<file path="src/rtl/mrfm_sweep_ctrl_pkg.sv">
// Shared definitions for the MRFM frequency-sweep sequencer: serial register
// map, FSM state type, config word layout and a small clamping helper.
package mrfm_sweep_ctrl_pkg;

  localparam int unsigned ADDR_W = 7;
  localparam int unsigned DATA_W = 32;

  // Serial settings-bus register map for the MRFM chain.
  localparam logic [ADDR_W-1:0] FR_MRFM_FREQ        = 7'd16;
  localparam logic [ADDR_W-1:0] FR_MRFM_DECIM       = 7'd17;
  localparam logic [ADDR_W-1:0] FR_MRFM_SWEEP_BASE  = 7'd20;
  localparam logic [ADDR_W-1:0] FR_MRFM_SWEEP_START = FR_MRFM_SWEEP_BASE + 7'd0;
  localparam logic [ADDR_W-1:0] FR_MRFM_SWEEP_STEP  = FR_MRFM_SWEEP_BASE + 7'd1;
  localparam logic [ADDR_W-1:0] FR_MRFM_SWEEP_CFG   = FR_MRFM_SWEEP_BASE + 7'd2;
  localparam logic [ADDR_W-1:0] FR_MRFM_SWEEP_CTRL  = FR_MRFM_SWEEP_BASE + 7'd3;

  // CTRL word bit positions; go and abort are write pulses, never stored.
  localparam int unsigned CTRL_GO_BIT    = 0;
  localparam int unsigned CTRL_ABORT_BIT = 1;
  localparam int unsigned CTRL_LOOP_BIT  = 2;

  typedef enum logic [1:0] {
    ST_IDLE   = 2'd0,
    ST_WRITE  = 2'd1,
    ST_SETTLE = 2'd2,
    ST_DWELL  = 2'd3
  } sweep_state_t;

  // CFG word: dwell length in strobes (upper half), number of steps (lower half).
  typedef struct packed {
    logic [15:0] dwell;
    logic [15:0] nsteps;
  } cfg_word_t;

  // A programmed count of zero behaves as one.
  function automatic logic [15:0] at_least_one(input logic [15:0] v);
    return (v == 16'd0) ? 16'd1 : v;
  endfunction

endpackage

</file>
<file path="src/rtl/mrfm_bus_arb.sv">
// Two-requester serial settings-bus arbiter. The host has absolute priority;
// the sweep request is parked in a single pending slot and issued on the first
// cycle the host leaves the bus free. All serial outputs are registered.
module mrfm_bus_arb
  import mrfm_sweep_ctrl_pkg::*;
(
  input  logic              clock,
  input  logic              reset,
  input  logic [ADDR_W-1:0] host_addr,
  input  logic [DATA_W-1:0] host_data,
  input  logic              host_strobe,
  input  logic              load,
  input  logic [ADDR_W-1:0] load_addr,
  input  logic [DATA_W-1:0] load_data,
  input  logic              flush,
  output logic              grant,
  output logic [ADDR_W-1:0] serial_addr,
  output logic [DATA_W-1:0] serial_data,
  output logic              serial_strobe
);

  logic              pend;
  logic [ADDR_W-1:0] pend_addr;
  logic [DATA_W-1:0] pend_data;

  // The pending write goes out only when the host is idle and nobody is
  // cancelling the sweep in this same cycle.
  assign grant = pend & ~host_strobe & ~flush;

  // Pending slot: loaded by the sweep, cleared when issued or flushed.
  always_ff @(posedge clock) begin
    // NOTE: non-blocking assignments for every register so all flops update
    // together at the edge regardless of statement order.
    if (!reset) begin
      pend      <= 1'b0;
      pend_addr <= '0;
      pend_data <= '0;
    end else if (flush) begin
      pend <= 1'b0;
    end else if (load) begin
      pend      <= 1'b1;
      pend_addr <= load_addr;
      pend_data <= load_data;
    end else if (grant) begin
      pend <= 1'b0;
    end
  end

  // Registered serial mux: host first, then the granted sweep write.
  always_ff @(posedge clock) begin
    if (!reset) begin
      serial_strobe <= 1'b0;
      serial_addr   <= '0;
      serial_data   <= '0;
    end else begin
      serial_strobe <= host_strobe | grant;
      if (host_strobe) begin
        serial_addr <= host_addr;
        serial_data <= host_data;
      end else if (grant) begin
        serial_addr <= pend_addr;
        serial_data <= pend_data;
      end
    end
  end

endmodule

</file>
<file path="src/rtl/mrfm_sweep_ctrl.sv">
// MRFM frequency-sweep sequencer. Steps the chain frequency register through
// START, START+STEP, ... for nsteps steps, waiting settle then dwell decimated
// strobes per step, and shares the serial settings bus with the host.
module mrfm_sweep_ctrl
  import mrfm_sweep_ctrl_pkg::*;
#(
  parameter logic [ADDR_W-1:0] FREQ_ADDR = FR_MRFM_FREQ,
  parameter logic [ADDR_W-1:0] BASE_ADDR = FR_MRFM_SWEEP_BASE
) (
  input  logic              clock,
  input  logic              reset,
  input  logic              enable,
  input  logic [ADDR_W-1:0] host_addr,
  input  logic [DATA_W-1:0] host_data,
  input  logic              host_strobe,
  input  logic              strobe_in,
  output logic [ADDR_W-1:0] serial_addr,
  output logic [DATA_W-1:0] serial_data,
  output logic              serial_strobe,
  output logic              busy,
  output logic              dwell_valid,
  output logic [15:0]       step_index,
  output logic              step_done,
  output logic              sweep_done
);

  // Host-visible config registers.
  logic [DATA_W-1:0] cfg_start;
  logic [DATA_W-1:0] cfg_step;
  cfg_word_t         cfg_word;

  // Working copies latched on an accepted go.
  logic [DATA_W-1:0] w_start;
  logic [DATA_W-1:0] w_step;
  logic [15:0]       w_nsteps;
  logic [15:0]       w_dwell;
  logic [15:0]       w_settle;
  logic              w_loop;

  sweep_state_t      state;
  logic [DATA_W-1:0] freq;
  logic [15:0]       cnt;
  logic              load;
  logic [DATA_W-1:0] load_data;
  logic              grant;

  // Host register decode.
  logic hit_start, hit_step, hit_cfg, hit_ctrl;
  logic go_req, abort_req, kill;
  logic [15:0] ctrl_settle;
  logic        ctrl_loop;

  assign hit_start   = host_strobe && (host_addr == BASE_ADDR);
  assign hit_step    = host_strobe && (host_addr == BASE_ADDR + 7'd1);
  assign hit_cfg     = host_strobe && (host_addr == BASE_ADDR + 7'd2);
  assign hit_ctrl    = host_strobe && (host_addr == BASE_ADDR + 7'd3);
  assign ctrl_settle = host_data[31:16];
  assign ctrl_loop   = host_data[CTRL_LOOP_BIT];
  // Abort wins over go when both bits arrive in the same write.
  assign abort_req   = hit_ctrl & host_data[CTRL_ABORT_BIT];
  assign go_req      = hit_ctrl & host_data[CTRL_GO_BIT] & ~host_data[CTRL_ABORT_BIT];
  assign kill        = abort_req | ~enable;

  // START/STEP/CFG setting registers; writes while busy apply at the next go.
  always_ff @(posedge clock) begin
    if (!reset) begin
      cfg_start <= '0;
      cfg_step  <= '0;
      cfg_word  <= '0;
    end else begin
      if (hit_start) cfg_start <= host_data;
      if (hit_step)  cfg_step  <= host_data;
      if (hit_cfg)   cfg_word  <= cfg_word_t'(host_data);
    end
  end

  // Sweep FSM with registered status outputs and single-cycle pulses.
  always_ff @(posedge clock) begin
    if (!reset) begin
      state       <= ST_IDLE;
      w_start     <= '0;
      w_step      <= '0;
      w_nsteps    <= '0;
      w_dwell     <= '0;
      w_settle    <= '0;
      w_loop      <= 1'b0;
      freq        <= '0;
      cnt         <= '0;
      load        <= 1'b0;
      load_data   <= '0;
      busy        <= 1'b0;
      dwell_valid <= 1'b0;
      step_index  <= '0;
      step_done   <= 1'b0;
      sweep_done  <= 1'b0;
    end else begin
      load        <= 1'b0;
      dwell_valid <= 1'b0;
      step_done   <= 1'b0;
      sweep_done  <= 1'b0;
      if (kill) begin
        // Abort or chain disable: drop everything, no completion pulses.
        state <= ST_IDLE;
        busy  <= 1'b0;
        cnt   <= '0;
      end else begin
        unique case (state)
          ST_IDLE: begin
            if (go_req) begin
              w_start    <= cfg_start;
              w_step     <= cfg_step;
              w_nsteps   <= at_least_one(cfg_word.nsteps);
              w_dwell    <= at_least_one(cfg_word.dwell);
              w_settle   <= ctrl_settle;
              w_loop     <= ctrl_loop;
              freq       <= cfg_start;
              step_index <= '0;
              cnt        <= '0;
              load       <= 1'b1;
              load_data  <= cfg_start;
              busy       <= 1'b1;
              state      <= ST_WRITE;
            end
          end
          ST_WRITE: begin
            if (grant) begin
              cnt   <= '0;
              state <= (w_settle == 16'd0) ? ST_DWELL : ST_SETTLE;
            end
          end
          ST_SETTLE: begin
            if (strobe_in) begin
              if (cnt == w_settle - 16'd1) begin
                cnt   <= '0;
                state <= ST_DWELL;
              end else begin
                cnt <= cnt + 16'd1;
              end
            end
          end
          ST_DWELL: begin
            if (strobe_in) begin
              dwell_valid <= 1'b1;
              if (cnt == w_dwell - 16'd1) begin
                cnt       <= '0;
                step_done <= 1'b1;
                if (step_index == w_nsteps - 16'd1) begin
                  if (w_loop) begin
                    freq       <= w_start;
                    step_index <= '0;
                    load       <= 1'b1;
                    load_data  <= w_start;
                    state      <= ST_WRITE;
                  end else begin
                    sweep_done <= 1'b1;
                    busy       <= 1'b0;
                    state      <= ST_IDLE;
                  end
                end else begin
                  freq       <= freq + w_step;
                  step_index <= step_index + 16'd1;
                  load       <= 1'b1;
                  load_data  <= freq + w_step;
                  state      <= ST_WRITE;
                end
              end else begin
                cnt <= cnt + 16'd1;
              end
            end
          end
          default: state <= ST_IDLE;
        endcase
      end
    end
  end

  mrfm_bus_arb u_arb (
    .clock         (clock),
    .reset         (reset),
    .host_addr     (host_addr),
    .host_data     (host_data),
    .host_strobe   (host_strobe),
    .load          (load),
    .load_addr     (FREQ_ADDR),
    .load_data     (load_data),
    .flush         (kill),
    .grant         (grant),
    .serial_addr   (serial_addr),
    .serial_data   (serial_data),
    .serial_strobe (serial_strobe)
  );

endmodule

</file>
<file path="config.mk">
export PLATFORM = sky130hd
export DESIGN_NAME = mrfm_sweep_ctrl
export DESIGN_NICKNAME = d
export VERILOG_FILES = /design/src/rtl/mrfm_sweep_ctrl_pkg.sv /design/src/rtl/mrfm_bus_arb.sv /design/src/rtl/mrfm_sweep_ctrl.sv
export SDC_FILE = /design/constraint.sdc
export NUM_CORES = 1
export LEC_CHECK = 0
export BUFFER_PORTS_ARGS = -buffer_cell sky130_fd_sc_hd__buf_2
export CAP_MARGIN = 30
export CORE_MARGIN = 1.5
export CORE_UTILIZATION = 47
export DETAILED_ROUTE_END_ITERATION = 16
export HOLD_SLACK_MARGIN = 0.05
export PLACE_DENSITY_LB_ADDON = 0.2
export REMOVE_ABC_BUFFERS = 1
export SLEW_MARGIN = 5
export SYNTH_ARGS = -nofsm -noshare
export SYNTH_HDL_FRONTEND = slang
export SYNTH_SLANG_ARGS = --single-unit
</file>
<file path="constraint.sdc">
create_clock -name clock -period 4.62 [get_ports clock]
set_input_delay 0.231 -clock clock [delete_from_list [all_inputs] [get_ports clock]]
set_output_delay 0.231 -clock clock [all_outputs]
set_load 0.1 [all_outputs]
</file>
* Yosys cells after proc, flatten, opt, wreduce, memory -nomap -nowiden
Index checks and enable logic that the tools add are counted.
** Word-level totals
- Logic and storage cells :: 138
- Memories :: 0
- Bits in read-only memories :: 0
- Latch bits :: 0
- Input port bits :: 44
- Output and inout bits :: 60
- RAM bits :: 0
- Register bits after elaboration :: 354
** Cells by class
- Reduce and logical (&&, ||, !) cells :: 21
- Equality and inequality tests :: 19
- Add/sub/neg operators :: 6
- Bitwise logic cells :: 16
- Div/mod/pow operators :: 0
- Shift operators :: 0
- $lt $le $gt $ge :: 0
- Mux-type cells :: 51
- Multiply operators :: 0
** Operators by type and width (number)
- 32-bit two-way mux :: 7
- 16-bit two-way mux :: 12
- 16-bit case mux with 4 select lines :: 1
- 32-bit case mux with 2 select lines :: 1
- 16-bit == test :: 3
- 16-bit logical NOT :: 3
- 16-bit by 1-bit subtractor with 16-bit output, second input constant :: 3
- 16-bit by 1-bit adder with 16-bit output, second input constant :: 2
- 32-bit adder :: 1
- 16-bit case mux with 2 select lines :: 1
- 7-bit by 5-bit == test with 1-bit output, second input constant :: 4
- 6-bit AND reduction :: 3
- 1-bit two-way mux :: 17
- 2-bit two-way mux :: 7
- 7-bit two-way mux :: 2
- 2-bit inequality test, second input constant :: 7
- 1-bit inverter :: 9
- 2-bit case mux with 4 select lines :: 1
- 2-bit nonzero test :: 3
- 6-bit OR reduction :: 1
- 1-bit AND :: 5
- 2-bit == test, second input constant :: 2
- 1-bit logical AND :: 4
- 1-bit case mux with 2 select lines :: 2
- other kinds (11) :: 12

* Depth between registers and ports, before layout
- Depth in word-level cells :: 8
- Mapped depth :: 14

* Hierarchy
Synthesis repeated with hierarchy kept, for this count alone.
** Unflattened totals
- Cell total of the unflattened synthesis :: 2217
- Area, all modules :: 17626.9 µm²
** By module, submodules not included
- mrfm_sweep_ctrl :: instances 1, sequential area each 5605.4 µm², cells an instance 1866, area an instance 14382.5 µm²
- mrfm_bus_arb :: instances 1, sequential area each 1601.5 µm², cells an instance 351, area an instance 3244.4 µm²

* Least setup slack after synthesis
Ideal clock, no wire load.
- Path type :: flip-flop to flip-flop
- From :: reg step_index[14]
- To :: reg state[0]
- Data required time :: 4490 ps
- Cell stages (with the launch flop) :: 9
- Path slack :: 1249 ps
- Buffers on the path :: 0
- Data arrival time :: 3241 ps
- Path through :: dfxtp_1 > xnor2_1 > or3_1 > a211oi_2 > o221ai_1 > or4_1 > or3_1 > a2111oi_0 > nor3_1
** Between the ends
- Longest elaborated chain between the ends :: 5
** Ends and longest elaborated chain
- start: declaration :: RTL line mrfm_sweep_ctrl.sv:22 : output logic [15:0] step_index,
- start signal: assignment :: RTL line mrfm_sweep_ctrl.sv:161 : step_index <= step_index + 16'd1;
- 16-bit == test :: RTL line mrfm_sweep_ctrl.sv:147 : if (step_index == w_nsteps - 16'd1) begin
- 2-bit two-way mux :: RTL line mrfm_sweep_ctrl.sv:147
- 2-bit two-way mux :: RTL line mrfm_sweep_ctrl.sv:144 : if (cnt == w_dwell - 16'd1) begin
- 2-bit two-way mux :: RTL line mrfm_sweep_ctrl.sv:142 : if (strobe_in) begin
- 2-bit case mux with 4 select lines :: RTL line mrfm_sweep_ctrl.sv:107 : unique case (state)
- end signal: assignment :: RTL line mrfm_sweep_ctrl.sv:128 : state <= (w_settle == 16'd0) ? ST_DWELL : ST_SETTLE;
- end: declaration :: RTL line mrfm_sweep_ctrl.sv:40 : sweep_state_t state;
No other way between the ends. The select of a mux whose other input is x is not followed.
A chain may end at the register's enable or synchronous reset.

* Final worst setup path
- From :: reg w_nsteps[9]
- To :: reg load_data[16]
** Between the ends
- Longest elaborated chain between the ends :: 6
- Elaborated cells between the ends (all ways) :: 8
- Those cells by class :: add/sub: 1; eq/ne: 2; mux: 4; reduce/logical: 1
** Ends and longest elaborated chain
- start: declaration :: RTL line mrfm_sweep_ctrl.sv:35 : logic [15:0] w_nsteps;
- start signal: assignment :: RTL line mrfm_sweep_ctrl.sv:112 : w_nsteps <= at_least_one(cfg_word.nsteps);
- 16-bit by 1-bit subtractor with 16-bit output * :: RTL line mrfm_sweep_ctrl.sv:147
- 16-bit == test * :: RTL line mrfm_sweep_ctrl.sv:147
- 32-bit two-way mux :: RTL line mrfm_sweep_ctrl.sv:147
- 32-bit two-way mux :: RTL line mrfm_sweep_ctrl.sv:144
- 32-bit two-way mux :: RTL line mrfm_sweep_ctrl.sv:142
- 32-bit case mux with 2 select lines :: RTL line mrfm_sweep_ctrl.sv:107
- end signal: assignment :: RTL line mrfm_sweep_ctrl.sv:120 : load_data <= cfg_start;
- end signal: assignment :: RTL line mrfm_sweep_ctrl.sv:152 : load_data <= w_start;
- end signal: assignment :: RTL line mrfm_sweep_ctrl.sv:163 : load_data <= freq + w_step;
- end: declaration :: RTL line mrfm_sweep_ctrl.sv:44 : logic [DATA_W-1:0] load_data;
Mark *: on every way between the ends. The rest lies on a longest branch, timed or not. The select of a mux whose other input is x is not followed.

==> impl_results.md <==
* Antenna violations before repair at 0
* Critical path data required time at 5.05 ns
* IO Pins at 104
* Final hold violation count at 0
* Growth of design area from synthesis to finish at 14.1%
* Number of search-and-repair iterations in the first detailed-routing pass at 12
* Fin crit share at 0.839
* Number of buffers inserted during clock tree synthesis at 39
* Ant. Diodes at 0
* Worst Path Arrival at 4.31 ns
* Share of the yosys chip area belonging to registers at 0.416
* Post-detailed-route wirelength per cell at 17.9 um
* Number of nets in the final layout at 2390
* Clock transition at the registers of the reported paths at 0.06 ns
* Endpoint of the worst register-to-register path: load_data[16]
* Post-route insts no fill at 2795
* Worst R2R Path Depth at 10
* H-tree lvl count at 2
* Placed cell count at 2686
* DIE AREA at 37400 sq um
* Post-layout total power at 6.61 mW
* Maximum clock frequency at 258 MHz
* Final number of max-transition violations at 0
* Largest net degree at the start of global routing at 145
* Final Util at 0.545
* Vertical extent of the die at 193 um
* Reg2Reg Setup Slack at 0.74 ns
* Setup TNS at 0 ns
* Actual slew at the worst max-slew pin at 1.00 ns
* Min setup slack post-route at 0.744 ns
* Worst hold-check path type: input port to flop
* Overall track demand over capacity in global routing at 0.262
* Total non-filler cell area in the finished layout at 19400 sq um
* Maximum fanout along the worst path at 44
* Violated checks: DRC
* Pre-CTS setup slack at 0.834 ns
* Leakage power total at 6.96 nW
* Worst hold path stage count at 3
* Die Width at 193 um
* Source-to-sink clock delay at the later pin of the worst-skew pair at 0.55 ns
* Worst Clk Skew at 0.0294 ns
* Flip-flop cell with the highest count after synthesis: sky130_fd_sc_hd__dfxtp_1
* FF+latch count, synth at 354
* Number of instances in the synthesized netlist at 2260
* Total congestion overflow at 0
* Type of element capturing the critical path: flop
* Setup repair after global routing missed its margin: false
* Standard-cell rows at 69
* Synth warnings at 0
* Final hold slack at 0.0635 ns
* Wire length of the first global-routing pass at 80600 um
* Core footprint at 35700 sq um
* Post-DP HPWL at 32300 um
* Critical path type: flop to flop
* Hold endpoint: cfg_step[16]
* Max_cap viols at 0
* Count of vias placed by the detailed router at 16178
* Netlist Area Pre-Place at 17000 sq um
* Post-CTS Setup Bufs at 0
* Mean area per synthesized cell at 7.54 sq um
* Synth async-reset ratio at 0
* I/O Buffers at 103
* Largest voltage drop on the vdd net at 0.000265 V
* Vias in the first global route at 15307
* TritonCTS Sinks at 354
* DRC violations left at 4
* Result of the run: complete, but fails checks
* Final WL at 50100 um
* Clk buf depth at 3
* Final critical delay including setup and external delays at 3.88 ns
* Share of cells above drive strength 1 at 0.0973
* CTS tree: yes
* Ratio of total power to cell area at 340 nW/um^2
* Number of synthesized flops with an enable pin at 0
* Reg-to-reg startpoint: w_nsteps[9]
* Hold Path Origin: host_data[16]
* Post-DR vias/cell at 5.79
* Placed Instance Area at 17800 sq um
* Number of DRC violations after detailed-routing iteration 0 at 1230
* Yosys cell types at 79
* Starting density of the core at 0.478
* Filler Cell Count at 3399
* Final estimated routing congestion in global placement at 0.922
* Final-report setup violation count at 0
* Worst setup SP type: flop
* Root buffer cell: sky130_fd_sc_hd__clkbuf_16
* ANT nets after route at 0
* Worst slew slack as a fraction of its limit at 0.333
==> layout make-up <==
| class | count | area (sq um) | share of cell area |
|---|---|---|---|
| clock buffers | 55 | 1130 | 0.0579 |
| multi-input cells | 1710 | 9240 | 0.475 |
| inverters | 33 | 131 | 0.00675 |
| flip-flops and latches | 354 | 7090 | 0.364 |
| well taps | 461 | 577 | 0.0297 |
| repair buffers | 167 | 1140 | 0.0588 |
| clock inverters | 15 | 148 | 0.00759 |
==> worst max path at each step <==
stage	slack, ns	depth (start not counted)	startpoint	endpoint
finish	0.74	10	w_nsteps[9]	load_data[16]
global route	0.52	10	w_nsteps[2]	load_data[16]
CTS	0.82	10	w_nsteps[9]	load_data[16]
detailed placement	0.83	10	w_nsteps[9]	load_data[16]
global placement	0.87	10	w_nsteps[9]	load_data[16]
floorplan	-0.35	9	step_index[14]	load_data[12]
==> metal layers <==
layer | GRT usage | up-vias | part of all wire
met4 | 0.0773 | 0 | 0.021
met5 | 0 | - | 0
met2 | 0.438 | 509 | 0.46
met1 | 0.351 | 7656 | 0.45
met3 | 0.0392 | 89 | 0.065
li1 | - | 7924 | -
==> worst max-delay path, cell delays in order (launching register included) <==
cell and delay, ns:
sky130_fd_sc_hd__dfxtp_1 0.36, sky130_fd_sc_hd__or4_1 0.62, sky130_fd_sc_hd__or3_1 0.40, sky130_fd_sc_hd__a211oi_2 0.26, sky130_fd_sc_hd__o22ai_1 0.13, sky130_fd_sc_hd__a2111oi_2 0.62, sky130_fd_sc_hd__nand3b_1 0.25, sky130_fd_sc_hd__a21oi_4 0.48
sky130_fd_sc_hd__buf_12 0.31, sky130_fd_sc_hd__a311oi_1 0.08, sky130_fd_sc_hd__a31o_2 0.25
==> placed cells by master (no fill, tap or decap), drive strengths merged, types with 6 or more instances in the layout <==
cell type	n
xor2	30
nor4	19
a31oi	35
dlygate4sd3	39
nand3b	7
nand3	73
nand4b	12
nand2	633
buf	128
or2	6
nor3	21
a311oi	37
clkinv	7
a21o	19
nor2	121
dfxtp	354
o2bb2ai	7
a21oi	318
nand2b	11
o22ai	7
nor2b	7
xnor2	49
or4	10
ha	40
a211oi	10
and3	36
inv	36
a311o	17
mux2i	8
o21ai	64
nand4	13
clkbuf	55
or3	11
o211ai	10
o21a	6
==> repair_timing <==
| item | in CTS | in global routing |
|---|---|---|
| hold endpoints to repair | 132 | 0 |
| resized for setup | 0 | 0 |
| hold buffers | 39 | 0 |
==> synthesized netlist by cell type (31+ instances only) <==
master	instances	area [sq um]
sky130_fd_sc_hd__o21ai_0	62	310
sky130_fd_sc_hd__nand2_1	633	2380
sky130_fd_sc_hd__clkbuf_1	140	526
sky130_fd_sc_hd__a311oi_1	37	324
sky130_fd_sc_hd__and3_1	36	225
sky130_fd_sc_hd__a31oi_1	35	219
sky130_fd_sc_hd__nand3_1	73	365
sky130_fd_sc_hd__a21oi_1	318	1590
sky130_fd_sc_hd__nor2_1	120	450
sky130_fd_sc_hd__dfxtp_1	354	7090
sky130_fd_sc_hd__ha_1	40	500
sky130_fd_sc_hd__xnor2_1	49	429
sky130_fd_sc_hd__inv_1	31	116
==> cell families (layout without fill, tap and decap cells) <==
group	Yosys count	in the layout	share of synthesized area
fa+ha+maj	41	41	0.0305
simple gates	1003	1003	0.257
buf+inv	196	270	0.0448
mux	10	10	0.00602
compound gates	577	577	0.205
xor+xnor	79	79	0.0406
flops	354	354	0.416
==> state kept, by name, indices dropped and copies added (netlist names), 2 cells and up <==
name / flops
w_settle: 16
step_index: 16
u_arb.serial_data: 32
w_step: 32
state: 2
cfg_step: 32
w_dwell: 16
cfg_start: 32
cnt: 16
w_start: 32
w_nsteps: 16
u_arb.pend_data: 32
cfg_word: 32
u_arb.serial_addr: 7
load_data: 32
==> power breakdown <==
part           internal (mW)  switching [mW]
clock                   1.82            1.30
combinational         0.0783           0.317
sequential              3.08          0.0130
Power figures use the tool's default switching activity.
